## config.mk

```make
export PLATFORM = sky130hd
export DESIGN_NAME = div_unit_flat
export DESIGN_NICKNAME = d
export VERILOG_FILES = /design/src/rtl/div_unit_if.sv /design/src/rtl/div_unit.sv /design/src/flat_wrapper.sv
export SDC_FILE = /design/constraint.sdc
export NUM_CORES = 1
export LEC_CHECK = 0
export CAP_MARGIN = 20
export CELL_PAD_IN_SITES_DETAIL_PLACEMENT = 1
export CELL_PAD_IN_SITES_GLOBAL_PLACEMENT = 2
export CORE_ASPECT_RATIO = 0.5
export CORE_MARGIN = 2
export CORE_UTILIZATION = 35
export CTS_CLUSTER_DIAMETER = 200
export CTS_CLUSTER_SIZE = 28
export DETAILED_ROUTE_END_ITERATION = 8
export GPL_ROUTABILITY_DRIVEN = 0
export PLACE_DENSITY_LB_ADDON = 0.1
export SYNTH_ARGS = -nofsm -noshare
export SYNTH_HDL_FRONTEND = slang
export SYNTH_SLANG_ARGS = --single-unit
```

## constraint.sdc

```tcl
create_clock -name clk -period 5.3 [get_ports clk]
set_input_delay 1.06 -clock clk [delete_from_list [all_inputs] [get_ports clk]]
set_output_delay 1.06 -clock clk [all_outputs]
set_load 0.05 [all_outputs]
```

## src/rtl/div_unit_if.sv

```systemverilog
// div_unit_if: pipeline <-> divider handshake for DIV/DIVU in the execute stage.
//   start        pipeline -> divider  divide instruction present in E (held while div_stall)
//   signed_div   pipeline -> divider  1 = DIV, 0 = DIVU, sampled with start
//   a, b         pipeline -> divider  dividend / divisor, sampled with start
//   annul        pipeline -> divider  cancel the in-flight divide (E flush)
//   div_stall    divider -> pipeline  freeze F/D/E (hazard divstallE)
//   result_ready divider -> pipeline  one-cycle pulse, hi/lo valid
//   hi, lo       divider -> pipeline  remainder / quotient
interface div_unit_if #(parameter int WIDTH = 32);
  logic start, signed_div, annul, div_stall, result_ready;
  logic [WIDTH-1:0] a, b, hi, lo;
  modport master(output start, signed_div, a, b, annul, input div_stall, result_ready, hi, lo);
  modport slave(input start, signed_div, a, b, annul, output div_stall, result_ready, hi, lo);
endinterface

```

## src/rtl/div_unit.sv

```systemverilog
// div_unit: multi-cycle radix-2 restoring divider (DIV/DIVU), fixed WIDTH-cycle iteration.
//   clk     pipeline clock, rising edge
//   resetn  asynchronous active-low reset
//   bus     div_unit_if slave: start/signed_div/a/b/annul in, div_stall/result_ready/hi/lo out
module div_unit #(parameter int WIDTH = 32) (
  input logic clk,
  input logic resetn,
  div_unit_if.slave bus
);
  localparam int CW = $clog2(WIDTH + 1);
  typedef enum logic [1:0] {IDLE, BUSY, DONE} stateT;
  stateT state;
  logic [CW-1:0] count;
  logic [WIDTH-1:0] rem, quo, divisor, aRaw;
  logic negQuo, negRem, divZero;
  logic [WIDTH:0] trial;
  logic [WIDTH-1:0] nextRem, nextQuo, aMag, bMag;
  // {rem,quo} shifted left by one; trial subtraction is one bit wider so its MSB is the borrow
  assign trial = {rem, quo[WIDTH-1]} - {1'b0, divisor};
  assign nextRem = trial[WIDTH] ? {rem[WIDTH-2:0], quo[WIDTH-1]} : trial[WIDTH-1:0];
  assign nextQuo = {quo[WIDTH-2:0], ~trial[WIDTH]};
  assign aMag = (bus.signed_div & bus.a[WIDTH-1]) ? -bus.a : bus.a;
  assign bMag = (bus.signed_div & bus.b[WIDTH-1]) ? -bus.b : bus.b;
  // gated by resetn so the stall is released while reset is held, even with start high
  assign bus.div_stall = resetn & ~bus.annul & ((state == IDLE & bus.start) | (state == BUSY));
  always_ff @(posedge clk or negedge resetn) begin
    if (!resetn) begin
      state <= IDLE;
      count <= '0;
      rem <= '0;
      quo <= '0;
      divisor <= '0;
      aRaw <= '0;
      negQuo <= 1'b0;
      negRem <= 1'b0;
      divZero <= 1'b0;
      bus.hi <= '0;
      bus.lo <= '0;
      bus.result_ready <= 1'b0;
    end else begin
      bus.result_ready <= 1'b0;
      case (state)
        IDLE: if (bus.start && !bus.annul) begin
          rem <= '0;
          quo <= aMag;
          divisor <= bMag;
          aRaw <= bus.a;
          negQuo <= bus.signed_div & (bus.a[WIDTH-1] ^ bus.b[WIDTH-1]);
          negRem <= bus.signed_div & bus.a[WIDTH-1];
          divZero <= (bus.b == '0);
          count <= '0;
          state <= BUSY;
        end
        BUSY: if (bus.annul) state <= IDLE;
        else begin
          rem <= nextRem;
          quo <= nextQuo;
          count <= count + 1'b1;
          if (count == CW'(WIDTH - 1)) begin
            state <= DONE;
            bus.result_ready <= 1'b1;
            // divide by zero bypasses the sign fix-up: lo all ones, hi the raw dividend
            bus.lo <= divZero ? '1 : (negQuo ? -nextQuo : nextQuo);
            bus.hi <= divZero ? aRaw : (negRem ? -nextRem : nextRem);
          end
        end
        // start still belongs to the completing instruction here, so it never restarts
        default: state <= IDLE;
      endcase
    end
  end
endmodule
```

## src/flat_wrapper.sv

```systemverilog
// flat-port wrapper written by rule: the top's interface ports become plain ports
module div_unit_flat 
#(parameter int WIDTH = 32)
  (clk, resetn, bus_start, bus_signed_div, bus_a, bus_b, bus_annul, bus_div_stall, bus_result_ready, bus_hi, bus_lo);
  div_unit_if #(.WIDTH(WIDTH)) bus_i ();
  input logic clk;
  input logic resetn;
  input wire logic [$bits(bus_i.start)-1:0] bus_start;
  input wire logic [$bits(bus_i.signed_div)-1:0] bus_signed_div;
  input wire logic [$bits(bus_i.a)-1:0] bus_a;
  input wire logic [$bits(bus_i.b)-1:0] bus_b;
  input wire logic [$bits(bus_i.annul)-1:0] bus_annul;
  output wire logic [$bits(bus_i.div_stall)-1:0] bus_div_stall;
  output wire logic [$bits(bus_i.result_ready)-1:0] bus_result_ready;
  output wire logic [$bits(bus_i.hi)-1:0] bus_hi;
  output wire logic [$bits(bus_i.lo)-1:0] bus_lo;
  assign bus_i.start = bus_start;
  assign bus_i.signed_div = bus_signed_div;
  assign bus_i.a = bus_a;
  assign bus_i.b = bus_b;
  assign bus_i.annul = bus_annul;
  assign bus_div_stall = bus_i.div_stall;
  assign bus_result_ready = bus_i.result_ready;
  assign bus_hi = bus_i.hi;
  assign bus_lo = bus_i.lo;
  div_unit #(.WIDTH(WIDTH)) u_core (.clk(clk), .resetn(resetn), .bus(bus_i));
endmodule
```

### Word level (Yosys, flattened, before mapping)

Cells that the tools add are included.

| word-level totals | value |
|---|---|
| register bits after elaboration | 204 |
| bits of input ports | 69 |
| output and inout port bits | 66 |
| logic and storage cells | 65 |

| operators by class | value |
|---|---|
| add/sub/neg operators | 6 |
| equal/unequal tests | 5 |
| multiplexer cells | 23 |
| bitwise operators | 10 |
| reduce and logical (&&, ||, !) cells | 9 |

Operators by type and width:

| kind | count |
|---|---|
| $mux W32 | 11 |
| $neg A32 Y32 | 4 |
| $pmux W32 S2 | 2 |
| $sub A33 B32 Y33 | 1 |
| $logic_not A32 Y1 | 1 |
| $mux W6 | 2 |
| $pmux W6 S2 | 1 |
| $add A6 B1 Y6 const B | 1 |
| $and A1 B1 Y1 | 6 |
| $eq A6 B5 Y1 const B | 1 |
| $mux W2 | 3 |
| $reduce_and A3 Y1 | 2 |
| $ne A2 B2 Y1 const B | 2 |
| $pmux W2 S2 | 1 |
| $reduce_and A2 Y1 | 2 |
| $mux W1 | 3 |
| $ne A3 B3 Y1 const B | 1 |
| $eq A2 B1 Y1 const B | 1 |
| $logic_not A2 Y1 | 1 |
| $not A1 Y1 | 2 |
| $reduce_bool A2 Y1 | 1 |
| $logic_and A1 B1 Y1 | 1 |
| $logic_not A1 Y1 | 1 |
| $or A1 B1 Y1 | 1 |
| $xor A1 B1 Y1 | 1 |

### Longest topological paths before layout

Gate-level depths: netlist (run 1).

| depth | value |
|---|---|
| word-level depth | 5 |
| gate-level depth with buffers | 23 |
| depth with buffers taken out | 20 |

### Least setup slack after synthesis (run 1)

No wires, ideal clock.

| timing path | value |
|---|---|
| path type | register to register |
| from | register u_core.rem[13] |
| to | register u_core.bus.hi[22] |
| library setup time | 0.133 ns |
| data arrival time | 4.599 ns |
| required time | 5.167 ns |
| slack | 0.568 ns |
| stages on the path, launching flop included | 22 |
| path buffers | 4 |
| clock period less this slack | 4.732 ns |
| cell sequence | dfrtp_1 -> ha_1 -> buf_2 -> nand4_1 -> or3_1 -> a211oi_2 -> o21ai_2 -> a211oi_4 -> buf_2 -> buf_2 -> buf_2 -> a21oi_1 -> inv_1 -> ha_1 -> nand2_1 -> or4_1 -> mux2i_1 -> o21ai_0 -> or2_2 -> o21ai_0 -> xnor2_1 -> o21ai_0 |

| between the ends | value |
|---|---|
| word-level cells in the longest chain between the ends | 5 |

RTL lines:

| item | line | RTL |
|---|---|---|
| from (decl) | div_unit.sv:14 | `logic [WIDTH-1:0] rem, quo, divisor, aRaw;` |
| from (signal assigned) | div_unit.sv:56 | `rem <= nextRem;` |
| $sub A33 B32 Y33 | div_unit.sv:19 | `assign trial = {rem, quo[WIDTH-1]} - {1'b0, divisor};` |
| $mux W32 (*) | div_unit.sv:20 | `assign nextRem = trial[WIDTH] ? {rem[WIDTH-2:0], quo[WIDTH-1]} : trial[WIDTH-1:0];` |
| $neg A32 Y32 | div_unit.sv:64 | `bus.hi <= divZero ? aRaw : (negRem ? -nextRem : nextRem);` |
| $mux W32 (*) (2 in series) | div_unit.sv:64 |  |
| to (signal assigned) | div_unit.sv:64 |  |
| to (decl) | div_unit_if.sv:13 | `modport slave(input start, signed_div, a, b, annul, output div_stall, result_ready, hi, lo);` |

Mark *: on every way between the ends. The rest lies on a longest branch, timed or not.
A chain may end at the register's enable or synchronous reset.

### Worst setup path after layout (run 1)

| timing path | value |
|---|---|
| from | register u_core.rem[16] |
| to | register u_core.bus.lo[28] |

| between the ends | value |
|---|---|
| word-level cells in the longest chain between the ends | 5 |

RTL lines:

| item | line | RTL |
|---|---|---|
| $sub A33 B32 Y33 | div_unit.sv:19 |  |
| $not A1 Y1 | div_unit.sv:21 | `assign nextQuo = {quo[WIDTH-2:0], ~trial[WIDTH]};` |
| $neg A32 Y32 | div_unit.sv:63 | `bus.lo <= divZero ? '1 : (negQuo ? -nextQuo : nextQuo);` |
| $mux W32 (2 in series) | div_unit.sv:63 |  |
| to (signal assigned) | div_unit.sv:63 |  |
| to (decl) | div_unit_if.sv:13 |  |

Every way passes these cells.

==> results.json, run 1 <==
{
  "status": "complete, no violations",
  "fillers": 4445,
  "die_area_um2": 39600,
  "worstPathMaxFanout": 18,
  "ys_ff_latch": 204,
  "grtUsageTotal_pct": 23.3,
  "drtPass1Iterations": 6,
  "crit_path_end_kind": "flip-flop",
  "port_buffers": 134,
  "wl_per_cell_um": 21.3,
  "reg2reg_from": "u_core.rem[16]",
  "overflow": 0,
  "grt_max_degree": 90,
  "cp.arrival_ns": 5.31,
  "hold_path.class": "flip-flop to flip-flop",
  "die_height_um": 142,
  "synthCells": 1617,
  "finalClockSkew_ns": 0.0175,
  "core_um2": 37400,
  "startpoint": "u_core.rem[16]",
  "netlist.area_leader.share_pct": 38.4,
  "p_leak_nw": 6.64,
  "fin_crit_ns": 4.94,
  "period_share_pct": 93.3,
  "crit_path_top_delay_cell": "ha_1",
  "initial_core_util_pct": 35.5,
  "syn-cell-area_um2": 13300,
  "max_freq_mhz": 202,
  "ys_seq_area_share_pct": 38.4,
  "ys_types": 74,
  "endpoint": "u_core.bus.lo[28]",
  "synthTopCellsByArea": "dfrtp_1 (38%), nand2_1 (7.5%), o21ai_0 (6.1%)",
  "grt_first_pass_wirelength_mm": 72.7,
  "start_kind": "flip-flop",
  "dp_hpwl_mm": 35.6,
  "ir_worst_vdd_v": 0.000347,
  "synth_edf_count": 0,
  "antenna_found_initial": 0,
  "timing.rr.end": "u_core.bus.lo[28]",
  "first_global_vias": 12400,
  "routed_via_density": 5.50,
  "cts_tree": "done",
  "setup_viol": 0,
  "syn_nets": 1724,
  "rsz0062_at_grt": "no",
  "critical_path.max_stage_delay_ns": 0.51,
  "die_x_um": 280,
  "syn_to_final_growth_pct": 15.9,
  "num-nets-final": 1802,
  "num_rows": 50,
  "setup_tns_ns": 0,
  "worstSetupPathType": "flip-flop to flip-flop",
  "cts_resized": 0,
  "clockRootBuffer": "clkbuf_16",
  "post-cts-setup-buffer-count": 0,
  "cts_hold_buf": 0,
  "yosysWarnings": 0,
  "async_flop_share_pct": 100,
  "cellPowerDensity_nw_per_um2": 550,
  "io_pins": 135,
  "final_util_pct": 41.2,
  "numCtsBuffers": 11,
  "r2r_slack_ns": 0.36,
  "ys.flop_type": "dfrtp_1",
  "clockBufferDepth": 3,
  "cts.sinks": 204,
  "worstMarginPinSlew_ns": 1.10,
  "crit_chain": "ha_1 > nand4_1 > or3_1 > a211oi_2 > o211a_1 > a211oi_4 > inv_2 > buf_4 > ha_1 > nand2_1 > or3_1 > nor2_1 > nand3_1 > or2_2 > nand2b_1 > o31ai_1 > xor2_1 > a21oi_1",
  "fin_cells": 2188,
  "drv_cap": 0,
  "n_antenna_cell": 0,
  "synth_top_area_cell": "dfrtp_1",
  "cp.required_ns": 5.67,
  "drive_above_1_share_pct": 3.96,
  "ff2ff_path_depth": 18,
  "synth_area_per_cell_um2": 8.22,
  "insertion_delay_ns": 0.50,
  "relSlewSlack_pct": 25.4,
  "clkTransAtPathRegs_ns": 0.12,
  "ant_nets": 0,
  "post-place-cells": 2175,
  "hold_viol": 0,
  "slew_violations": 0,
  "vias": 12000,
  "wl_mm": 46.5,
  "drt-initial-drc-count": 787,
  "drcViolationCount": 0,
  "cts_htree_levels": 1
}
==> stage by stage <==
step                      hold WS (ns)  power [mW]  worst slack (ns)  cell area (um2)
after global routing             0.514        9.13           0.00796            15400
after floorplan                  0.438        5.80             0.568            13300
final                            0.490        8.47             0.357            15400
after CTS                        0.494        8.45             0.358            15400
after global placement           0.463        7.37             0.505            15100
after detailed placement         0.460        7.45             0.394            15100
==> where the power goes <==
part	switching (mW)	internal, mW
sequential	0.360	1.82
combinational	3.42	1.91
clock	0.577	0.390
==> kinds of logic (layout without fill, tap and decap cells) <==
family                     Yosys count  in the layout  share of synthesized area, %
AOI/OAI and AO/OA                  458            458                          21.4
and+or+nand+nor                    586            586                          19.8
buffers and inverters              151            228                          4.44
adders and majority gates           38             38                          3.63
DFF                                204            204                          38.4
muxes                               34             34                          2.63
xor gates and xnor gates           146            146                          9.62
==> area by class of cell <==
cell class                      count  area, um2  area share [%]
Timing Repair Buffer              156       1540            10.0
Inverter                           60        225            1.46
Clock buffer                       11        275            1.79
Tap cell                          494        618            4.01
Multi-Input combinational cell   1262       7610            49.4
Clock inverter                      1       20.0           0.130
Sequential cell                   204       5100            33.1
==> cells in the final DEF (no fill, tap or decap), types with 37 or more instances in the layout <==
cell type	netlist	final
nand2_1	266	266
dfrtp_1	204	204
nor2_1	132	130
inv_1	58	58
ha_1	37	37
xor2_1	75	75
o21ai_0	161	161
xnor2_1	71	71
a21oi_1	112	112
clkdlybuf4s50_1	0	133
==> layer usage <==
metal	global-route usage (%)	wire length, um
met1	34.3	23300
met2	36.6	20500
met3	3.05	1740
met4	4.84	953
met5	0	0
==> Yosys cell counts (6+ instances only) <==
cell and n:
o41ai_1 11, mux2i_1 27, a22oi_1 31, or3_1 11
a21oi_1 112, and3_1 12, a22o_1 6, dfrtp_1 204
xnor2_1 71, and2_1 16, nor4_1 24, o31ai_1 24
a21o_1 15, o21ai_1 9, nand2b_1 11, nand3_1 25
nor2_1 132, nand4_1 18, clkbuf_1 70, nor3_1 36
nand2_1 266, o21ai_0 161, a31oi_1 23, ha_1 37
o21bai_1 7, mux2_2 7, o21a_1 12, or4_1 12
xor2_1 75, buf_2 16, inv_1 58
==> critical path, delay by kind of cell (launching register included) <==
kind | cells | cell delay (ns)
and+or+nand+nor | 8 | 2.08
AOI/OAI and AO/OA | 5 | 1.00
adders and majority gates | 2 | 0.74
DFF | 1 | 0.45
buffers and inverters | 2 | 0.37
xor gates and xnor gates | 1 | 0.18
==> how the worst min path moves through the flow <==
stage	depth (start not counted)	endpoint	from
finish	2	u_core.divisor[18]	u_core.divisor[18]
CTS	2	u_core.divisor[18]	u_core.divisor[18]
floorplan	2	u_core.aRaw[17]	u_core.aRaw[17]
detailed placement	2	u_core.aRaw[20]	u_core.aRaw[20]
global placement	2	u_core.aRaw[31]	u_core.aRaw[31]
global route	2	u_core.divisor[10]	u_core.divisor[10]
==> sequential cells by signal, indices dropped and copies added, names as in the netlist <==
| name | count |
|---|---|
| u_core.rem | 32 |
| u_core.bus.result_ready | 1 |
| u_core.negQuo | 1 |
| u_core.bus.lo | 32 |
| u_core.quo | 32 |
| u_core.aRaw | 32 |
| u_core.state | 2 |
| u_core.count | 6 |
| u_core.divZero | 1 |
| u_core.negRem | 1 |
| u_core.divisor | 32 |
| u_core.bus.hi | 32 |
Note: power is estimated with default switching activity, not from simulation.
==> run 2, diff against run 1 <==
- CORE_UTILIZATION: 35 -> 39
- DONT_BUFFER_PORTS: unset -> 1
==> results.json, run 2 (synthesized netlist as in run 1, its figures left out) <==
{
  "post-cts-setup-buffer-count": 0,
  "grtUsageTotal_pct": 25.2,
  "wl_mm": 44.7,
  "use_met3_pct": 4.29,
  "layout_common_cells": "nand2_1 (266), dfrtp_1 (204), o21ai_0 (161)",
  "fin_crit_ns": 4.96,
  "clockBufferDepth": 3,
  "start_kind": "flip-flop",
  "routed_via_density": 5.79,
  "status": "complete, no violations",
  "layout_commonest_cell": "nand2_1",
  "max_freq_mhz": 202,
  "hold_viol": 0,
  "finalClockSkew_ns": 0.0471,
  "wl_per_cell_um": 22.3,
  "crit_path_end_kind": "flip-flop",
  "antenna_found_initial": 0,
  "cp.arrival_ns": 5.31,
  "grt_first_pass_wirelength_mm": 70.4,
  "rsz0062_at_grt": "no",
  "io_pins": 135,
  "ir_worst_vdd_v": 0.000276,
  "ant_nets": 0,
  "overflow": 0,
  "p_int_mw": 4.15,
  "syn_to_final_growth_pct": 5.44,
  "die_area_um2": 35700,
  "cellPowerDensity_nw_per_um2": 603,
  "clockPowerShare_pct": 11.3,
  "power.share.combinational_pct": 62.8,
  "worstMarginPinSlew_ns": 0.981,
  "first_global_vias": 11900,
  "clockRootBuffer": "clkbuf_16",
  "post-place-cells": 1991,
  "worstPathMaxFanout": 22,
  "grt_max_degree": 206,
  "cts_hold_buf": 0,
  "p_leak_nw": 6.16,
  "drtPass1Iterations": 5,
  "cts_tree": "done",
  "clkTransAtPathRegs_ns": 0.11,
  "vias": 11600,
  "num-nets-final": 1670,
  "setup_tns_ns": 0,
  "p_sw_mw": 4.30,
  "port_buffers": 0,
  "fin_cells": 2003,
  "num_rows": 47,
  "drt-initial-drc-count": 725,
  "cp.required_ns": 5.66,
  "cts.sinks": 204,
  "die_x_um": 265,
  "core_um2": 33300,
  "hold_path.class": "input pin to asynchronous set/reset pin",
  "sw_frac_of_total_pct": 50.9,
  "n_antenna_cell": 0,
  "drv_cap": 0,
  "use_met1_pct": 36.7,
  "slew_violations": 0,
  "dp_hpwl_mm": 34.0,
  "relSlewSlack_pct": 34.6,
  "die_height_um": 135,
  "setup_viol": 0,
  "initial_core_util_pct": 39.9,
  "drcViolationCount": 0,
  "drive_above_1_share_pct": 4.42,
  "grtUsageMet2_pct": 39.4,
  "period_share_pct": 93.5,
  "seqPwrFrac_pct": 26.0,
  "insertion_delay_ns": 0.51,
  "top_usage_layer": "met2",
  "numCtsBuffers": 11,
  "cts_htree_levels": 1,
  "worstSetupPathType": "flip-flop to flip-flop"
}
[run 2: through the flow]
step | instance area (um2) | util, % | hold slack (ns) | power [mW] | worst slack, ns
floorplan | 13300 | - | 0.438 | 5.80 | 0.568
detailed placement | 13700 | 41.2 | 0.470 | 7.43 | 0.161
global route | 14000 | 42.1 | 0.227 | 9.10 | 0.00744
finish | 14000 | 42.1 | 0.262 | 8.45 | 0.344
CTS | 14000 | 42.1 | 0.228 | 8.41 | 0.0989
global placement | 13700 | 41.1 | 0.455 | 7.33 | 0.252
[run 2: final timing paths]
kind | start | endpoint | slack (ns) | depth (start not counted)
max | u_core.rem[16] | u_core.bus.lo[28] | 0.34 | 19
min | resetn | u_core.bus.lo[4] | 0.26 | 0
max reg2reg | u_core.rem[16] | u_core.bus.lo[28] | 0.34 | 19
min reg2reg | u_core.divisor[20] | u_core.divisor[20] | 0.49 | 2
max in group asynchronous | resetn | u_core.divisor[31] | 4.60 | 0
min in group clk | u_core.divisor[20] | u_core.divisor[20] | 0.49 | 2
[run 2: worst max-delay path: stages (launching register included)]
cell      delay, ns
dfrtp_1        0.46
ha_1           0.32
buf_4          0.18
a21oi_1        0.18
o21ai_1        0.15
a211o_1        0.35
a311oi_2       0.40
a211oi_4       0.17
inv_2          0.09
buf_4          0.30
ha_1           0.24
nand2_1        0.06
or3_1          0.36
nor2_1         0.22
nand3_1        0.22
or2_2          0.38
nand2b_1       0.18
o31ai_1        0.25
xor2_1         0.19
a21oi_1        0.09
[run 2: per-layer routing]
metal	routed length, um	vias to the layer above
met1	22400	5785
met3	2000	47
met4	949	0
li1	-	5538
met5	0	-
met2	19300	230
[run 2: power by group through the flow]
stage / registers, mW / clock network, mW / logic [mW]
3_3_place_gp: 2.18 / 0 / 5.14
2_1_floorplan: 2.05 / 0 / 3.75
6_report: 2.19 / 0.953 / 5.31
5_1_grt: 2.23 / 1.03 / 5.84
3_5_place_dp: 2.21 / 0 / 5.22
4_1_cts: 2.18 / 0.983 / 5.25
[run 2: area by class of cell]
type                       count  area, um2
tap                          441        552
fill                        3975      19300
multi-input combinational   1262       7620
clock buffer                  11        275
sequential                   204       5100
timing repair buffer          24        213
clock inverter                 1       20.0
inverter                      60        225
[run 2: timing repair]
item	in CTS	in global routing
gates resized for setup	0	1
setup endpoints to repair	0	4
endpoints found under the hold margin	0	0
==> run 3, diff against run 2 <==
- CORE_UTILIZATION: 39 -> 42
- clock period: 5.3 -> 5.8 ns (I/O delays scaled with it)
==> results.json, run 3 (synthesized netlist as in run 1, its figures left out) <==
{
  "status": "complete, no violations",
  "cts_hold_buf": 0,
  "syn_to_final_growth_pct": 4.62,
  "core_um2": 30700,
  "rsz0062_at_grt": "no",
  "fin_crit_ns": 5.02,
  "power_mw": 7.61,
  "p_leak_nw": 6.11,
  "insertion_delay_ns": 0.50,
  "reg2reg_from": "u_core.rem[16]",
  "holdWs_ns": 0.358,
  "max_freq_mhz": 199,
  "crit_buf_inv": 2,
  "grt_first_pass_wirelength_mm": 69.0,
  "layout_common_cells": "nand2_1 (266), dfrtp_1 (204), o21ai_0 (161)",
  "wl_mm": 43.7,
  "antenna_found_initial": 0,
  "worstPathMaxFanout": 22,
  "post-cts-setup-buffer-count": 0,
  "grtUsageTotal_pct": 26.4,
  "drtPass1Iterations": 4,
  "worstSetupPathType": "flip-flop to flip-flop",
  "clockBufferDepth": 3,
  "cp.required_ns": 6.18,
  "drv_cap": 0,
  "crit_path_top_delay_cell": "a311oi_1",
  "ff2ff_path_depth": 19,
  "r2r_slack_ns": 0.78,
  "critical_path.max_stage_delay_ns": 0.54,
  "num_rows": 45,
  "finalClockSkew_ns": 0.0322,
  "hold_path.class": "input pin to asynchronous set/reset pin",
  "drt-initial-drc-count": 824,
  "overflow": 0,
  "first_global_vias": 11800,
  "clkTransAtPathRegs_ns": 0.12,
  "relSlewSlack_pct": 24.6,
  "dp_hpwl_mm": 33.2,
  "cp_top_family": "compound AO/OA/AOI/OAI gates",
  "num-nets-final": 1661,
  "io_pins": 135,
  "crit_chain": "ha_1 > a21oi_1 > o21ai_1 > a211o_1 > a311oi_1 > a211oi_4 > buf_4 > nor2_1 > a21oi_1 > inv_1 > ha_1 > nand2_1 > or4_1 > nor3_1 > a31oi_1 > nor4_1 > a31oi_1 > mux2i_1 > nand3_1",
  "cp.arrival_ns": 5.40,
  "numCtsBuffers": 11,
  "die_height_um": 130,
  "setup_tns_ns": 0,
  "setup_viol": 0,
  "die_x_um": 256,
  "endpoint": "u_core.bus.hi[28]",
  "vias": 11500,
  "post-place-cells": 1964,
  "ant_nets": 0,
  "period_share_pct": 86.5,
  "crit_path_end_kind": "flip-flop",
  "fin_cells": 1976,
  "ir_worst_vdd_v": 0.000274,
  "port_buffers": 0,
  "wl_per_cell_um": 22.1,
  "cts.sinks": 204,
  "n_antenna_cell": 0,
  "cellPowerDensity_nw_per_um2": 548,
  "routed_via_density": 5.84,
  "initial_core_util_pct": 43.2,
  "layout_commonest_cell": "nand2_1",
  "timing.rr.end": "u_core.bus.hi[28]",
  "worstMarginPinSlew_ns": 1.11,
  "cts_tree": "done",
  "drive_above_1_share_pct": 3.80,
  "drcViolationCount": 0,
  "crit_cells": 19,
  "clockRootBuffer": "clkbuf_16",
  "slew_violations": 0,
  "hold_viol": 0,
  "cts_resized": 0,
  "fillers": 3666,
  "grt_max_degree": 206,
  "cts_htree_levels": 1,
  "final_util_pct": 45.2,
  "die_area_um2": 33200,
  "startpoint": "u_core.rem[16]",
  "start_kind": "flip-flop"
}
-- run 3: cell types whose count changed in the layout (fill, tap and decap cells not counted) --
cell	before	now
a311oi_1	1	2
a311oi_2	1	0
buf_4	22	13
buf_16	1	0
buf_8	0	1
-- run 3: worst min-delay path by stage --
| stage | to | cells after the start |
|---|---|---|
| floorplan | u_core.aRaw[17] | 2 |
| global placement | u_core.aRaw[31] | 2 |
| detailed placement | u_core.aRaw[15] | 2 |
| CTS | u_core.bus.hi[20] | 0 |
| global route | u_core.bus.lo[10] | 0 |
| finish | u_core.bus.lo[10] | 0 |
-- run 3: cell type report --
class	instances	area [um2]	area share (%)
multi-input cells	1262	7610	54.8
flip-flops and latches	204	5100	36.7
well taps	423	529	3.81
clock buffers	11	275	1.98
inverters	60	225	1.62
repair buffers	15	133	0.954
clock inverters	1	20.0	0.144
-- run 3: routing by layer --
layer,global-route usage [%],share of wire (%)
met1,38.4,49
met4,3.78,1.4
met5,0,0
met3,5.19,5.3
met2,41.8,44
-- run 3: metrics by stage --
stage          worst slack [ns]  area [um2]
2_1_floorplan              1.07       13300
3_3_place_gp              0.903       13600
3_5_place_dp              0.815       13600
4_1_cts                   0.765       13900
5_1_grt                   0.237       13900
6_report                  0.780       13900
-- run 3: power by group --
| group | switching, mW | total, mW | internal, mW |
|---|---|---|---|
| combinational | 3.07 | 4.75 | 1.68 |
| clock | 0.507 | 0.863 | 0.355 |
| sequential | 0.334 | 2.00 | 1.66 |
-- run 3: worst register-to-register path: stages, from the launching register on --
cell and delay [ns]:
dfrtp_1 0.45, ha_1 0.44, a21oi_1 0.25, o21ai_1 0.17, a211o_1 0.33, a311oi_1 0.54
a211oi_4 0.14, buf_4 0.25, nor2_1 0.14, a21oi_1 0.09, inv_1 0.10, ha_1 0.24
nand2_1 0.09, or4_1 0.45, nor3_1 0.25, a31oi_1 0.26, nor4_1 0.28, a31oi_1 0.14
mux2i_1 0.21, nand3_1 0.08
